==> src/rtl/mem_stage_pkg.sv <==
// Shared constants and FSM encoding for the memory-access stage.
package mem_stage_pkg;

  localparam int DEF_WIDTH     = 32;
  localparam int DEF_REGADDR_W = 5;

  typedef enum logic {
    IDLE = 1'b0,
    BUSY = 1'b1
  } state_t;

endpackage

==> src/rtl/mem_stage_mem2wb.sv <==
// MEM/WB pipeline register: loads the selected stage result, or zeros when a bubble is requested.
// Latency 1 cycle; no backpressure, a new value (or bubble) is captured on every edge.
module mem2wb
  import mem_stage_pkg::*;
#(
  parameter int WIDTH     = DEF_WIDTH,
  parameter int REGADDR_W = DEF_REGADDR_W
) (
  input  logic                 clk,
  input  logic                 rst,
  input  logic                 bubble,
  input  logic                 regwrite_in,
  input  logic                 memtoreg_in,
  input  logic [WIDTH-1:0]     readdata_in,
  input  logic [WIDTH-1:0]     aluout_in,
  input  logic [REGADDR_W-1:0] regaddr_in,
  input  logic                 exc_in,
  output logic                 regwrite_wb,
  output logic                 memtoreg_wb,
  output logic [WIDTH-1:0]     readdata_wb,
  output logic [WIDTH-1:0]     aluout_wb,
  output logic [REGADDR_W-1:0] regaddr_wb,
  output logic                 exc_wb
);

  logic                 regwrite_d, regwrite_q;
  logic                 memtoreg_d, memtoreg_q;
  logic [WIDTH-1:0]     readdata_d, readdata_q;
  logic [WIDTH-1:0]     aluout_d, aluout_q;
  logic [REGADDR_W-1:0] regaddr_d, regaddr_q;
  logic                 exc_d, exc_q;

  always_comb begin
    regwrite_d = regwrite_in;
    memtoreg_d = memtoreg_in;
    readdata_d = readdata_in;
    aluout_d   = aluout_in;
    regaddr_d  = regaddr_in;
    exc_d      = exc_in;
    if (bubble) begin
      regwrite_d = 1'b0;
      memtoreg_d = 1'b0;
      readdata_d = '0;
      aluout_d   = '0;
      regaddr_d  = '0;
      exc_d      = 1'b0;
    end
  end

  always_ff @(posedge clk) begin
    if (rst) begin
      regwrite_q <= 1'b0;
      memtoreg_q <= 1'b0;
      readdata_q <= '0;
      aluout_q   <= '0;
      regaddr_q  <= '0;
      exc_q      <= 1'b0;
    end else begin
      regwrite_q <= regwrite_d;
      memtoreg_q <= memtoreg_d;
      readdata_q <= readdata_d;
      aluout_q   <= aluout_d;
      regaddr_q  <= regaddr_d;
      exc_q      <= exc_d;
    end
  end

  assign regwrite_wb = regwrite_q;
  assign memtoreg_wb = memtoreg_q;
  assign readdata_wb = readdata_q;
  assign aluout_wb   = aluout_q;
  assign regaddr_wb  = regaddr_q;
  assign exc_wb      = exc_q;

endmodule

==> src/rtl/mem_stage.sv <==
// MEM stage: issues loads/stores on a ready/valid dmem port and owns MEM/WB; ALU ops take 1 cycle, memory ops 1 issue + N wait cycles.
// Stalls upstream while an access is outstanding; MEM_MISALIGN_CHECK_EN flags misaligned accesses instead of issuing them.
module mem_stage
  import mem_stage_pkg::*;
#(
  parameter int WIDTH     = DEF_WIDTH,
  parameter int REGADDR_W = DEF_REGADDR_W
) (
  input  logic                 clk,
  input  logic                 rst,
  input  logic                 regwrite_mem,
  input  logic                 memtoreg_mem,
  input  logic                 memwrite_mem,
  input  logic [WIDTH-1:0]     aluout_mem,
  input  logic [WIDTH-1:0]     writedata_mem,
  input  logic [REGADDR_W-1:0] regaddr_mem,
  output logic                 dmem_req,
  output logic                 dmem_we,
  output logic [WIDTH-1:0]     dmem_addr,
  output logic [WIDTH-1:0]     dmem_wdata,
  input  logic                 dmem_ready,
  input  logic [WIDTH-1:0]     dmem_rdata,
  output logic                 stall_mem,
  output logic                 regwrite_wb,
  output logic                 memtoreg_wb,
  output logic [WIDTH-1:0]     readdata_wb,
  output logic [WIDTH-1:0]     aluout_wb,
  output logic [REGADDR_W-1:0] regaddr_wb,
  output logic                 exc_misalign_wb
);

  state_t               state_d, state_q;
  logic                 req_we_d, req_we_q;
  logic [WIDTH-1:0]     req_addr_d, req_addr_q;
  logic [WIDTH-1:0]     req_wdata_d, req_wdata_q;
  logic                 req_regwrite_d, req_regwrite_q;
  logic                 req_memtoreg_d, req_memtoreg_q;
  logic [REGADDR_W-1:0] req_regaddr_d, req_regaddr_q;

  logic                 memop;
  logic                 misalign;
  logic                 issue;

  logic                 wb_bubble;
  logic                 wb_regwrite;
  logic                 wb_memtoreg;
  logic [WIDTH-1:0]     wb_readdata;
  logic [WIDTH-1:0]     wb_aluout;
  logic [REGADDR_W-1:0] wb_regaddr;
  logic                 wb_exc;

  assign memop = memtoreg_mem | memwrite_mem;

`ifdef MEM_MISALIGN_CHECK_EN
  assign misalign = memop & (aluout_mem[1:0] != 2'b00);
`else
  assign misalign = 1'b0;
`endif

  assign issue = (state_q == IDLE) & memop & ~misalign;

  always_ff @(posedge clk) begin
    if (rst) begin
      state_q        <= IDLE;
      req_we_q       <= 1'b0;
      req_addr_q     <= '0;
      req_wdata_q    <= '0;
      req_regwrite_q <= 1'b0;
      req_memtoreg_q <= 1'b0;
      req_regaddr_q  <= '0;
    end else begin
      state_q        <= state_d;
      req_we_q       <= req_we_d;
      req_addr_q     <= req_addr_d;
      req_wdata_q    <= req_wdata_d;
      req_regwrite_q <= req_regwrite_d;
      req_memtoreg_q <= req_memtoreg_d;
      req_regaddr_q  <= req_regaddr_d;
    end
  end

  always_comb begin
    state_d = state_q;
    case (state_q)
      IDLE:    if (issue) state_d = BUSY;
      BUSY:    if (dmem_ready) state_d = IDLE;
      default: state_d = IDLE;
    endcase
  end

  // Request is captured once at issue so the memory port never follows upstream changes.
  always_comb begin
    req_we_d       = req_we_q;
    req_addr_d     = req_addr_q;
    req_wdata_d    = req_wdata_q;
    req_regwrite_d = req_regwrite_q;
    req_memtoreg_d = req_memtoreg_q;
    req_regaddr_d  = req_regaddr_q;
    if (issue) begin
      req_we_d       = memwrite_mem;
      req_addr_d     = aluout_mem;
      req_wdata_d    = writedata_mem;
      req_regwrite_d = regwrite_mem;
      req_memtoreg_d = memtoreg_mem;
      req_regaddr_d  = regaddr_mem;
    end
  end

  always_comb begin
    dmem_req    = (state_q == BUSY);
    dmem_we     = req_we_q;
    dmem_addr   = req_addr_q;
    dmem_wdata  = req_wdata_q;
    stall_mem   = 1'b0;
    wb_bubble   = 1'b0;
    wb_regwrite = regwrite_mem;
    wb_memtoreg = 1'b0;
    wb_readdata = '0;
    wb_aluout   = aluout_mem;
    wb_regaddr  = regaddr_mem;
    wb_exc      = 1'b0;
    case (state_q)
      IDLE: begin
        if (issue) begin
          stall_mem = 1'b1;
          wb_bubble = 1'b1;
        end else if (misalign) begin
          wb_regwrite = 1'b0;
          wb_exc      = 1'b1;
        end
      end
      BUSY: begin
        stall_mem = ~dmem_ready;
        if (dmem_ready) begin
          wb_regwrite = req_regwrite_q;
          wb_memtoreg = req_memtoreg_q;
          wb_readdata = req_we_q ? '0 : dmem_rdata;
          wb_aluout   = req_addr_q;
          wb_regaddr  = req_regaddr_q;
        end else begin
          wb_bubble = 1'b1;
        end
      end
      default: wb_bubble = 1'b1;
    endcase
  end

  mem2wb #(
    .WIDTH     (WIDTH),
    .REGADDR_W (REGADDR_W)
  ) u_mem2wb (
    .clk         (clk),
    .rst         (rst),
    .bubble      (wb_bubble),
    .regwrite_in (wb_regwrite),
    .memtoreg_in (wb_memtoreg),
    .readdata_in (wb_readdata),
    .aluout_in   (wb_aluout),
    .regaddr_in  (wb_regaddr),
    .exc_in      (wb_exc),
    .regwrite_wb (regwrite_wb),
    .memtoreg_wb (memtoreg_wb),
    .readdata_wb (readdata_wb),
    .aluout_wb   (aluout_wb),
    .regaddr_wb  (regaddr_wb),
    .exc_wb      (exc_misalign_wb)
  );

endmodule

==> config.mk <==
export PLATFORM = sky130hd
export DESIGN_NAME = mem_stage
export DESIGN_NICKNAME = d
export VERILOG_FILES = /design/src/rtl/mem_stage_pkg.sv /design/src/rtl/mem_stage_mem2wb.sv /design/src/rtl/mem_stage.sv
export SDC_FILE = /design/constraint.sdc
export NUM_CORES = 1
export LEC_CHECK = 0
export BUFFER_PORTS_ARGS = -buffer_cell sky130_fd_sc_hd__buf_4
export CAP_MARGIN = 0
export CELL_PAD_IN_SITES_DETAIL_PLACEMENT = 1
export CELL_PAD_IN_SITES_GLOBAL_PLACEMENT = 1
export CORE_ASPECT_RATIO = 1.1
export CORE_UTILIZATION = 40
export CTS_BUF_LIST = sky130_fd_sc_hd__clkbuf_8
export CTS_CLUSTER_SIZE = 25
export DETAILED_ROUTE_END_ITERATION = 12
export GPL_TIMING_DRIVEN = 0
export PLACE_DENSITY = 0.9
export SLEW_MARGIN = 20
export SYNTH_ARGS = -nofsm -noshare
export SYNTH_HDL_FRONTEND = slang
export SYNTH_SLANG_ARGS = --single-unit
==> constraint.sdc <==
create_clock -name clk -period 2.3 [get_ports clk]
set_input_delay 0.115 -clock clk [delete_from_list [all_inputs] [get_ports clk]]
set_output_delay 0.115 -clock clk [all_outputs]
set_load 0.01 [all_outputs]
==> qor.csv, run 1 <==
stage;metric;value;unit
run_status;status;completed;
finish;final_layout_size_suffix_gt1_share;40.11;%
clock_tree;postCtsSetupBuffers;0;
critical_path;path_max_fanout;10;
synthesis;synth_largest_area_cell;dfxtp_1;
drt;drc;0;
floorplan;ios;246;
synthesis;syn_area_per_cell;10.82;sq um
worst_hold_path;min_path_type;input pin to flip-flop;
critical_path;cp_cell_sequence;buf_6 -> or3_1 -> buf_2 -> buf_6 -> and2_1 -> buf_4;
drt;wire_per_inst;22.19;microns
critical_path;start_kind;flip-flop;
timing;setup_viol;0;
drt;drt_wl_total;25430;microns
floorplan;core;0.01511;sq mm
drt;drt-pass1-iter-count;4;
finish;fin_nets;1044;
job;maxCapViolations;0;
pwr;leakagePower;4.254;nW
timing;min_period;2.010;ns
clock_tree;cts_root_buffer;clkbuf_8;
critical_path;worstSetupPathType;flip-flop to primary output;
synthesis;netlist_instances;573;
global_routing;antenna_found_initial;0;
critical_path;crit_slowest_cell;dfxtp_1;
synthesis;syn_area;0.006202;sq mm
finish;area_delta_synth_final;56.22;%
finish;fillers;1583;
timing;fin_crit_sh;87.38;%
synthesis;seq_area_frac_synth;46.48;%
worst_hold_path;whs_path_depth;3;
global_routing;track_usage;32.12;%
place;place_hpwl;15170;microns
finish;final_common_cell;buf_4;
global_routing;grt_pass1_vias;6748;
timing;maxSlewViolCount;0;
timing;slew_headroom;60.52;%
clock_tree;htreeDepth;4;
critical_path;cp.required;2.18;ns
critical_path;worstSetupEndpointType;primary output;
place;gp_congestion;0.7798;
pwr;power_density;627.8;mW/mm^2
finish;antenna_cells;0;
timing;worst_pin_slew;0.5923;ns
drt;routed-wl-met2;13070;microns
critical_path;arrival;1.89;ns
drt;routed_via_density;5.143;
drt;num_vias;5894;
floorplan;chipHeight;132.6;microns
drt;wl_met1;9852;microns
pwr;peakVddDrop;0.0005584;V
drt;met3_length;1528;microns
clock_tree;clk_latency;0.48;ns
timing;hold_viol_final;0;
clock_tree;clk_pin_slew;0.09;ns
timing;fin_tns_setup;0;ns
clock_tree;cts_buffer_depth;2;
synthesis;syn-num-nets;680;
timing;holdWs;0.05276;ns
global_routing;grt_max_degree;17;
timing;max_freq;497.6;MHz
synthesis;synth.distinct_cells;20;
finish;final_cell_mix;buf_4, dfxtp_1, nand2b_1, dlygate4sd3_1, mux2i_1;
synthesis;synth_warnings;0;
drt;drt-initial-drc-count;292;
critical_path;max_stage_delay;0.33;ns
place;io_buffers;243;
drt;ant_nets;0;
floorplan;dieArea;0.01601;sq mm
clock_tree;cts_tree;done;
critical_path;r2r_cells;5;
critical_path;cp_top_family;buffers and inverters;
critical_path;worst-path-stages;6;
global_routing;grt_first_pass_wirelength;38700;microns
floorplan;num_rows;47;
critical_path;crit_top_cell;buf_6;
synthesis;synth_top_area_share;46.48;%
timing;fin_skew;0.01910;ns
clock_tree;cts_buffers;17;
timing;rsz0062_at_grt;no;
drt;routed.top_layer;met4;
synthesis;synth_top_cells_by_area;dfxtp_1, nand2b_1, mux2i_1;
global_routing;grt_overflow;0;
critical_path;path_buf_inv;4;
synthesis;ys_ff_latch;144;
clock_tree;cts_sinks;144;
floorplan;die_x;120.7;microns
floorplan;start_util;41.04;%
final cells by class:
cell class | instances | area, sq um | share of cell area (%)
clock buffers | 19 | 261.5 | 2.699
well taps | 196 | 245.2 | 2.531
flip-flops and latches | 144 | 2883 | 29.75
multi-input cells | 370 | 3013 | 31.10
repair buffers | 345 | 2845 | 29.36
plain buffers | 59 | 306.5 | 3.164
clock inverters | 13 | 135.1 | 1.395
kinds of logic after synthesis:
| kind of cell | count (synthesis) | synth area share (%) |
|---|---|---|
| multiplexers | 70 | 11.30 |
| other | 1 | 0.06046 |
| AO/OA/AOI/OAI | 79 | 15.65 |
| AND/OR/NAND/NOR | 220 | 21.57 |
| flip-flops | 144 | 46.48 |
| buffers and inverters | 59 | 4.943 |
worst register-to-register path: cells and delay by family (launching register included):
family,cells,cell delay [ns]
buffers and inverters,3,0.89
flip-flops,1,0.36
AO/OA/AOI/OAI,1,0.30
AND/OR/NAND/NOR,1,0.25
final timing paths:
kind / from / to / slack (ns)
hold / removal: memtoreg_mem / req_memtoreg_q$_SDFFE_PP0P_ / 0.05
hold reg to reg: dmem_wdata[11]$_SDFFE_PP0P_ / dmem_wdata[11]$_SDFFE_PP0P_ / 0.48
setup reg to reg: dmem_req$_SDFF_PP0_ / u_mem2wb.aluout_wb[7]$_SDFF_PP0_ / 0.42
setup / recovery: dmem_req$_SDFF_PP0_ / stall_mem / 0.29
cell usage after synthesis:
| library cell | number |
|---|---|
| dfxtp_1 | 144 |
| nand2b_1 | 142 |
| mux2i_1 | 70 |
| a21bo_2 | 38 |
| a221oi_2 | 38 |
| nand3_1 | 38 |
| and2_1 | 33 |
| clkbuf_1 | 32 |
| buf_2 | 14 |
| buf_4 | 8 |
| buf_6 | 5 |
| o21ai_0 | 2 |
| or3b_2 | 2 |
| and3b_1 | 1 |
| and4bb_2 | 1 |
| conb_1 | 1 |
| nand2_1 | 1 |
| nor2_1 | 1 |
| o21ba_2 | 1 |
| or3_1 | 1 |
state kept, by name, summed over array words and instances, names as in the netlist:
signal	cells
req_regaddr_q	5
u_mem2wb.readdata_wb	32
req_memtoreg_q	1
dmem_wdata	32
u_mem2wb.regaddr_wb	5
req_regwrite_q	1
u_mem2wb.regwrite_wb	1
dmem_req	1
dmem_we	1
u_mem2wb.memtoreg_wb	1
dmem_addr	32
u_mem2wb.aluout_wb	32
timing repair:
action	in CTS	in global routing
endpoints found under the hold margin	102	0
resized for setup	0	0
hold buffers	102	0
where the power goes:
group	leakage (nW)	total, mW	internal (mW)	switching [mW]
clock	0.196	2.10	1.02	1.08
combinational	2.88	1.25	0.659	0.590
sequential	1.18	2.73	2.64	0.0991
total	4.25	6.08	4.31	1.77
stage by stage:
step	cell area [sq um]	std cells	setup slack [ns]	total power [mW]	util (%)
3_5_place_dp	8272	1012	0.5354	3.843	54.73
4_1_cts	9689	1146	0.2857	6.010	64.11
2_1_floorplan	6202	573	0.9277	3.320	-
6_report	9689	1146	0.2902	6.083	64.11
5_1_grt	9689	1146	0.2355	6.284	64.11
3_3_place_gp	8272	1012	0.6517	3.793	54.73
layer usage:
metal	up-vias	global-route usage, %
met1	2874	34.79
met4	0	16.05
li1	2693	-
met2	266	57.57
met5	-	0
met3	61	8.017
Power figures use the tool's default switching activity.
==> inputs of run 2 (changes only) <==
--- a/config.mk
+++ b/config.mk
@@ -5,17 +5,18 @@
 export SDC_FILE = /design/constraint.sdc
 export NUM_CORES = 1
 export LEC_CHECK = 0
+export ABC_AREA = 1
 export BUFFER_PORTS_ARGS = -buffer_cell sky130_fd_sc_hd__buf_4
 export CAP_MARGIN = 0
 export CELL_PAD_IN_SITES_DETAIL_PLACEMENT = 1
 export CELL_PAD_IN_SITES_GLOBAL_PLACEMENT = 1
 export CORE_ASPECT_RATIO = 1.1
-export CORE_UTILIZATION = 40
+export CORE_UTILIZATION = 36
 export CTS_BUF_LIST = sky130_fd_sc_hd__clkbuf_8
 export CTS_CLUSTER_SIZE = 25
 export DETAILED_ROUTE_END_ITERATION = 12
 export GPL_TIMING_DRIVEN = 0
-export PLACE_DENSITY = 0.9
+export PLACE_DENSITY = 0.92
 export SLEW_MARGIN = 20
 export SYNTH_ARGS = -nofsm -noshare
 export SYNTH_HDL_FRONTEND = slang
==> run 2 against run 1 <==
  * Clock power rose by 8%
  * Critical path depth down 1
  * Largest cell class unchanged
  * Largest power group unchanged
  * Clock skew down 0.0056 ns
  * Power is 4.9% higher
  * Via count grew 12%
  * Die area is 1.9% higher
  * Synthesized area down 8.3%
  * Synthesized cell count grew 44%
  * Maximum frequency up 28%
  * Worst hold slack got worse by 0.030 ns
  * Routed wire length is 1.6% lower
==> qor.csv, run 2 <==
stage;metric;value;unit;change
finish;stdcell_area;0.009203;sq mm;-5.0%
synthesis;synth-edff-count;0;;unchanged
timing;fin_tns_setup;0;ns;unchanged
global_routing;grt_first_pass_wirelength;37870;microns;-2.1%
synthesis;ys_async_sr_fraction;0;%;unchanged
timing;max_freq;636.6;MHz;+28%
place;io_buffers;244;;+0.41%
synthesis;synth_common_cells;nor2_1, nand2_1, dfxtp_1, inv_1, nand3_1;;
drt;drt-initial-drc-count;286;;-2.1%
synthesis;synth_warnings;0;;unchanged
pwr;power_density;693.2;mW/mm^2;+10%
run_status;status;completed;;
drt;num_vias;6598;;+12%
pwr;leakagePower;5.132;nW;+21%
synthesis;syn_area;0.005688;sq mm;-8.3%
critical_path;cp_cell_sequence;buf_4 -> inv_2 -> nand2_2 -> nand2_1 -> buf_4;;
clock_tree;cts_buffers;17;;unchanged
synthesis;synth.distinct_cells;17;;-15%
synthesis;synth_largest_area_cell;dfxtp_1;;
global_routing;grt_pass1_vias;7396;;+9.6%
critical_path;path_max_fanout;10;;unchanged
global_routing;grt_overflow;0;;unchanged
floorplan;start_util;37.34;%;-3.7 points
synthesis;ys_ff_latch;144;;unchanged
place;place_area;0.007765;sq mm;-6.1%
critical_path;worstSetupEndpointType;primary output;;
clock_tree;cts_root_buffer;clkbuf_8;;
floorplan;core;0.01523;sq mm;+0.78%
clock_tree;cts_buffer_depth;2;;unchanged
global_routing;track_usage;30.68;%;-1.4 points
timing;fin_crit_sh;68.30;%;-19 points
timing;slew_headroom;63.00;%;+2.5 points
drt;met3_length;1743;microns;+14%
drt;wl_met1;8972;microns;-8.9%
synthesis;syn-num-nets;930;;+37%
clock_tree;clk_latency;0.45;ns;-0.03 ns
pwr;peakVddDrop;0.0003085;V;-45%
critical_path;arrival;1.46;ns;-0.43 ns
critical_path;max_stage_delay;0.32;ns;about the same
drt;drt_wl_total;25020;microns;-1.6%
critical_path;crit_top_cell;buf_4;;
critical_path;start_kind;flip-flop;;
critical_path;cp.required;2.18;ns;about the same
timing;holdWs;0.02234;ns;-0.03041 ns
drt;wire_per_inst;17.92;microns;-19%
finish;final_cell_mix;buf_4, nor2_1, nand2_1, dfxtp_1, inv_1;;
drt;ant_nets;0;;unchanged
job;maxCapViolations;0;;unchanged
clock_tree;cts_resized;0;;unchanged
finish;final_layout_size_suffix_gt1_share;28.38;%;-12 points
synthesis;seq_area_frac_synth;50.68;%;+4.2 points
synthesis;synth.most_common_cell;nor2_1;;
clock_tree;cts_tree;done;;
drt;routed_via_density;4.726;;-8.1%
floorplan;dieArea;0.01631;sq mm;+1.9%
timing;rsz0062_at_grt;no;;
global_routing;antenna_found_initial;2;;+2
critical_path;crit_slowest_cell;dfxtp_1;;
clock_tree;cts_sinks;144;;unchanged
timing;worst_pin_slew;0.5550;ns;-0.03727 ns
timing;hold_viol_final;0;;unchanged
finish;fin_nets;1292;;+24%
synthesis;syn_area_per_cell;6.911;sq um;-36%
drt;routed.top_layer;met4;;
synthesis;synth-main-ff-cell;dfxtp_1;;
synthesis;synth_top_area_share;50.68;%;+4.2 points
worst_hold_path;min_path_type;input pin to flip-flop;;
finish;layout.cells.non_filler;1396;;+22%
finish;utilization;60.42;%;-3.7 points
synthesis;synth_top_cells_by_area;dfxtp_1, nor2_1, nand2_1;;
place;gp_congestion;0.7754;;-0.56%
timing;maxSlewViolCount;0;;unchanged
clock_tree;htreeDepth;4;;unchanged
floorplan;ios;246;;unchanged
global_routing;grt_max_degree;17;;unchanged
finish;fillers;1925;;+22%
floorplan;die_x;121.8;microns;+0.93%
place;place_hpwl;14010;microns;-7.6%
timing;setup_viol;0;;unchanged
drt;drc;0;;unchanged
floorplan;num_rows;47;;unchanged
critical_path;worstSetupPathType;flip-flop to primary output;;
clock_tree;cts_hold_buf;99;;-2.9%
synthesis;netlist_instances;823;;+44%
drt;routed-wl-met2;13070;microns;unchanged
drt;drt-pass1-iter-count;4;;unchanged
finish;final_common_cell;buf_4;;
clock_tree;clk_pin_slew;0.08;ns;about the same
floorplan;chipHeight;133.8;microns;+0.93%
finish;area_delta_synth_final;61.79;%;
timing;fin_skew;0.01353;ns;-0.005569 ns
clock_tree;postCtsSetupBuffers;0;;unchanged
place;dp.cells;1263;;+25%
timing;min_period;1.571;ns;-0.4390 ns
==> run 2: per-stage QoR <==
stage	setup WS [ns]	power, mW
2_1_floorplan	1.092	3.367
3_3_place_gp	0.8350	3.904
3_5_place_dp	0.8007	3.950
4_1_cts	0.6786	6.329
5_1_grt	0.6119	6.623
6_report	0.7292	6.379
==> run 2: cells by family (layout without fill, tap and decap cells) <==
family / count (synthesis) / count (layout) / synth area share (%)
AND/OR/NAND/NOR: 478 / 478 / 34.62
buffers and inverters: 197 / 572 / 14.36
other: 1 / 3 / 0.06593
AO/OA/AOI/OAI: 3 / 3 / 0.2639
flip-flops: 144 / 144 / 50.68
==> run 2: layout make-up <==
type	count	area [sq um]	area share, %
inverter	147	551.8	5.996
timing repair buffer	343	2823	30.67
buffer	50	265.3	2.882
antenna	2	5.005	0.05438
sequential	144	2883	31.33
clock inverter	12	166.4	1.808
tap	196	245.2	2.665
multi-input combinational	482	1988	21.60
clock buffer	20	275.3	2.991
==> run 2: per-layer routing <==
layer,vias up,track usage (%)
met3,83,8.503
met5,-,0
met4,0,18.45
met1,3101,29.32
met2,276,57.31
li1,3138,-
==> run 2: final timing paths <==
check / end / from / slack [ns] / cells past startpoint
setup / recovery: stall_mem / dmem_req$_SDFF_PP0_ / 0.73 / 5
setup reg to reg: dmem_wdata[12]$_SDFFE_PP0P_ / dmem_req$_SDFF_PP0_ / 0.73 / 6
hold / removal: dmem_wdata[4]$_SDFFE_PP0P_ / writedata_mem[4] / 0.02 / 5
hold reg to reg: req_memtoreg_q$_SDFFE_PP0P_ / req_memtoreg_q$_SDFFE_PP0P_ / 0.46 / 2
==> run 2: worst max-delay path: cells and delay by family (launching register included) <==
kind                   cells  cell delay [ns]
buffers and inverters      3             0.49
DFF                        1             0.32
and+or+nand+nor            2             0.22
==> run 2: report_power, final <==
group	switching, mW	total [mW]	leakage (nW)	internal [mW]
Combinational	0.718	1.34	3.73	0.620
Sequential	0.106	2.77	1.19	2.66
Clock	1.02	2.27	0.221	1.26
Total	1.84	6.38	5.13	4.54
==> inputs of run 3 (changes only) <==
--- a/config.mk
+++ b/config.mk
@@ -11,12 +11,12 @@
 export CELL_PAD_IN_SITES_DETAIL_PLACEMENT = 1
 export CELL_PAD_IN_SITES_GLOBAL_PLACEMENT = 1
 export CORE_ASPECT_RATIO = 1.1
-export CORE_UTILIZATION = 36
+export CORE_UTILIZATION = 33
 export CTS_BUF_LIST = sky130_fd_sc_hd__clkbuf_8
 export CTS_CLUSTER_SIZE = 25
 export DETAILED_ROUTE_END_ITERATION = 12
 export GPL_TIMING_DRIVEN = 0
-export PLACE_DENSITY = 0.92
+export PLACE_DENSITY = 0.85
 export SLEW_MARGIN = 20
 export SYNTH_ARGS = -nofsm -noshare
 export SYNTH_HDL_FRONTEND = slang
==> constraint.sdc (replaced) <==
create_clock -name clk -period 1.55 [get_ports clk]
set_input_delay 0.0775 -clock clk [delete_from_list [all_inputs] [get_ports clk]]
set_output_delay 0.0775 -clock clk [all_outputs]
set_load 0.01 [all_outputs]
==> run 3 against run 2 <==
  * Count of clock-buffer cells in the layout shrank 2
  * First-iteration DRC count fell by 21%
  * Register-to-register slack worse by 0.62 ns
  * Critical path type is now input pin to flip-flop
  * Worst hold slack gained 0.069 ns
  * Clock skew decreased by 0.0029 ns
  * Largest power group unchanged
==> qor.csv, run 3 (synthesis results as in run 2) <==
stage;metric;value;unit;change
clock_tree;clk_pin_slew;0.08;ns;about the same
critical_path;worstSetupPathType;input pin to flip-flop;;
global_routing;grt_max_degree;17;;unchanged
worst_hold_path;min_path_type;input pin to flip-flop;;
critical_path;r2r_setup_slack;0.11;ns;-0.62 ns
critical_path;timing.rr.start;dmem_req$_SDFF_PP0_;;
drt;drc;0;;unchanged
critical_path;cp_top_family;buffers and inverters;;
pwr;power_density;1057;mW/mm^2;+52%
critical_path;critPathLaunch;rst;;
floorplan;num_rows;49;;+4.3%
drt;drt_wl_total;23590;microns;-5.7%
worst_hold_path;worstHoldStart;dmem_ready;;
critical_path;cp.required;1.91;ns;-0.27 ns
place;gp_congestion;0.7610;;-1.9%
clock_tree;cts_tree;done;;
drt;routed_via_density;4.534;;-4.1%
pwr;peakVddDrop;0.0005043;V;+63%
clock_tree;cts_root_buffer;clkbuf_8;;
finish;final_cell_mix;buf_4, nor2_1, nand2_1, dfxtp_1, inv_1;;
finish;antenna_cells;0;;-2
worst_hold_path;min_to;u_mem2wb.readdata_wb[31]$_SDFF_PP0_;;
clock_tree;cts_buffers;17;;unchanged
critical_path;path_buf_inv;5;;+2
pwr;leakagePower;5.204;nW;+1.4%
floorplan;chipHeight;139.7;microns;+4.4%
place;place_hpwl;13810;microns;-1.4%
critical_path;path_max_fanout;10;;unchanged
critical_path;arrival;1.86;ns;+0.40 ns
timing;max_freq;664.4;MHz;
finish;area_delta_synth_final;65.20;%;
floorplan;core;0.01661;sq mm;+9.1%
critical_path;max_stage_delay;0.56;ns;+0.24 ns
timing;min_period;1.505;ns;
drt;num_vias;6506;;-1.4%
timing;slew_headroom;65.24;%;+2.2 points
drt;drt-pass1-iter-count;4;;unchanged
timing;fin_skew;0.01062;ns;-0.002911 ns
clock_tree;cts_sinks;144;;unchanged
critical_path;cp_cell_sequence;dlygate4sd3_1 -> buf_4 -> inv_2 -> buf_2 -> nand4_1 -> buf_2 -> nor2_1;;
run_status;status;completed;;
floorplan;die_x;127.2;microns;+4.4%
critical_path;crit_slowest_cell;dlygate4sd3_1;;
timing;setup_viol;0;;unchanged
floorplan;start_util;34.23;%;-3.1 points
timing;fin_crit_sh;97.10;%;
drt;drt-initial-drc-count;225;;-21%
critical_path;r2r-end;req_memtoreg_q$_SDFFE_PP0P_;;
critical_path;worst-path-stages;7;;+2
place;io_buffers;244;;unchanged
job;maxCapViolations;0;;unchanged
timing;maxSlewViolCount;0;;unchanged
critical_path;crit_top_cell;buf_2;;
global_routing;grt_pass1_vias;7190;;-2.8%
worst_hold_path;whs_path_depth;3;;-2
timing;worst_pin_slew;0.5213;ns;-0.03363 ns
finish;layout.cells.non_filler;1435;;+2.8%
global_routing;grt_first_pass_wirelength;37090;microns;-2.1%
clock_tree;htreeDepth;4;;unchanged
global_routing;grt_overflow;0;;unchanged
global_routing;antenna_found_initial;0;;-2
critical_path;r2r_cells;6;;unchanged
finish;fin_nets;1300;;+0.62%
finish;stdcell_area;0.009397;sq mm;+2.1%
place;place_area;0.007806;sq mm;+0.53%
timing;rsz0062_at_grt;no;;
drt;wire_per_inst;16.44;microns;-8.3%
global_routing;track_usage;27.11;%;-3.6 points
clock_tree;clk_latency;0.45;ns;about the same
place;dp.cells;1296;;+2.6%
timing;fin_tns_setup;0;ns;unchanged
floorplan;dieArea;0.01777;sq mm;+8.9%
clock_tree;cts_buffer_depth;2;;unchanged
critical_path;start_kind;input pin;;
finish;final_common_cell;buf_4;;
critical_path;worstSetupEndpointType;flip-flop;;
floorplan;ios;246;;unchanged
drt;ant_nets;0;;unchanged
timing;hold_viol_final;0;;unchanged
finish;final_layout_size_suffix_gt1_share;28.28;%;-0.11 points
## run 3: cell type report
| cell class | instances | area, sq um |
|---|---|---|
| Buffer | 50 | 269.0 |
| Clock inverter | 14 | 260.3 |
| Inverter | 147 | 554.3 |
| Tap cell | 229 | 286.5 |
| Clock buffer | 18 | 247.7 |
| Timing Repair Buffer | 351 | 2903 |
| Sequential cell | 144 | 2883 |
| Fill cell | 2087 | 7218 |
| Multi-Input combinational cell | 482 | 1993 |
## run 3: power breakdown
part	switching (mW)	internal [mW]	total [mW]
registers	0.157	3.95	4.11
clock network	1.56	2.29	3.85
logic	1.03	0.937	1.96
## run 3: what timing repair did
| item | CTS | global route |
|---|---|---|
| buffers inserted | 0 | 0 |
| endpoints found under the setup margin | 1 | 3 |
| pin swaps | 0 | 0 |
| hold endpoints to repair | 140 | 0 |
| gates resized for setup | 1 | 2 |
| hold buffers | 107 | 0 |
## run 3: tightest hold or removal path: cells and delay by family
family / cells / cell delay [ns]
buffers and inverters: 1 / 0.13
AND/OR/NAND/NOR: 2 / 0.28
## run 3: metrics by stage
step | setup WS (ns) | utilization [%] | hold slack, ns | total power [mW]
2_1_floorplan | 0.3420 | - | 0.1466 | 4.997
3_3_place_gp | 0.07464 | 46.98 | 0.2636 | 5.810
3_5_place_dp | 0.05711 | 46.98 | 0.2646 | 5.862
4_1_cts | 0.05786 | 56.50 | 0.03029 | 9.878
5_1_grt | 0.01408 | 56.56 | 0.08365 | 10.33
6_report | 0.04488 | 56.56 | 0.09157 | 9.928
## run 3: worst max-delay path by stage
| stage | endpoint | slack (ns) |
|---|---|---|
| CTS | stall_mem | 0.06 |
| finish | u_mem2wb.readdata_wb[5]$_SDFF_PP0_ | 0.04 |
| detailed placement | dmem_addr[17]$_SDFFE_PP0P_ | 0.06 |
| floorplan | u_mem2wb.aluout_wb[10]$_SDFF_PP0_ | 0.34 |
| global route | u_mem2wb.readdata_wb[5]$_SDFF_PP0_ | 0.01 |
| global placement | u_mem2wb.aluout_wb[9]$_SDFF_PP0_ | 0.07 |
## run 3: per-layer routing
| metal | wire, microns | vias to the layer above | share of wire, % | track usage [%] |
|---|---|---|---|---|
| li1 | - | 3153 | - | - |
| met1 | 9105 | 3068 | 39 | 27.36 |
| met2 | 12380 | 233 | 52 | 51.88 |
| met3 | 1378 | 52 | 5.8 | 7.074 |
| met4 | 729 | 0 | 3.1 | 11.53 |
| met5 | 0 | - | 0 | 0 |
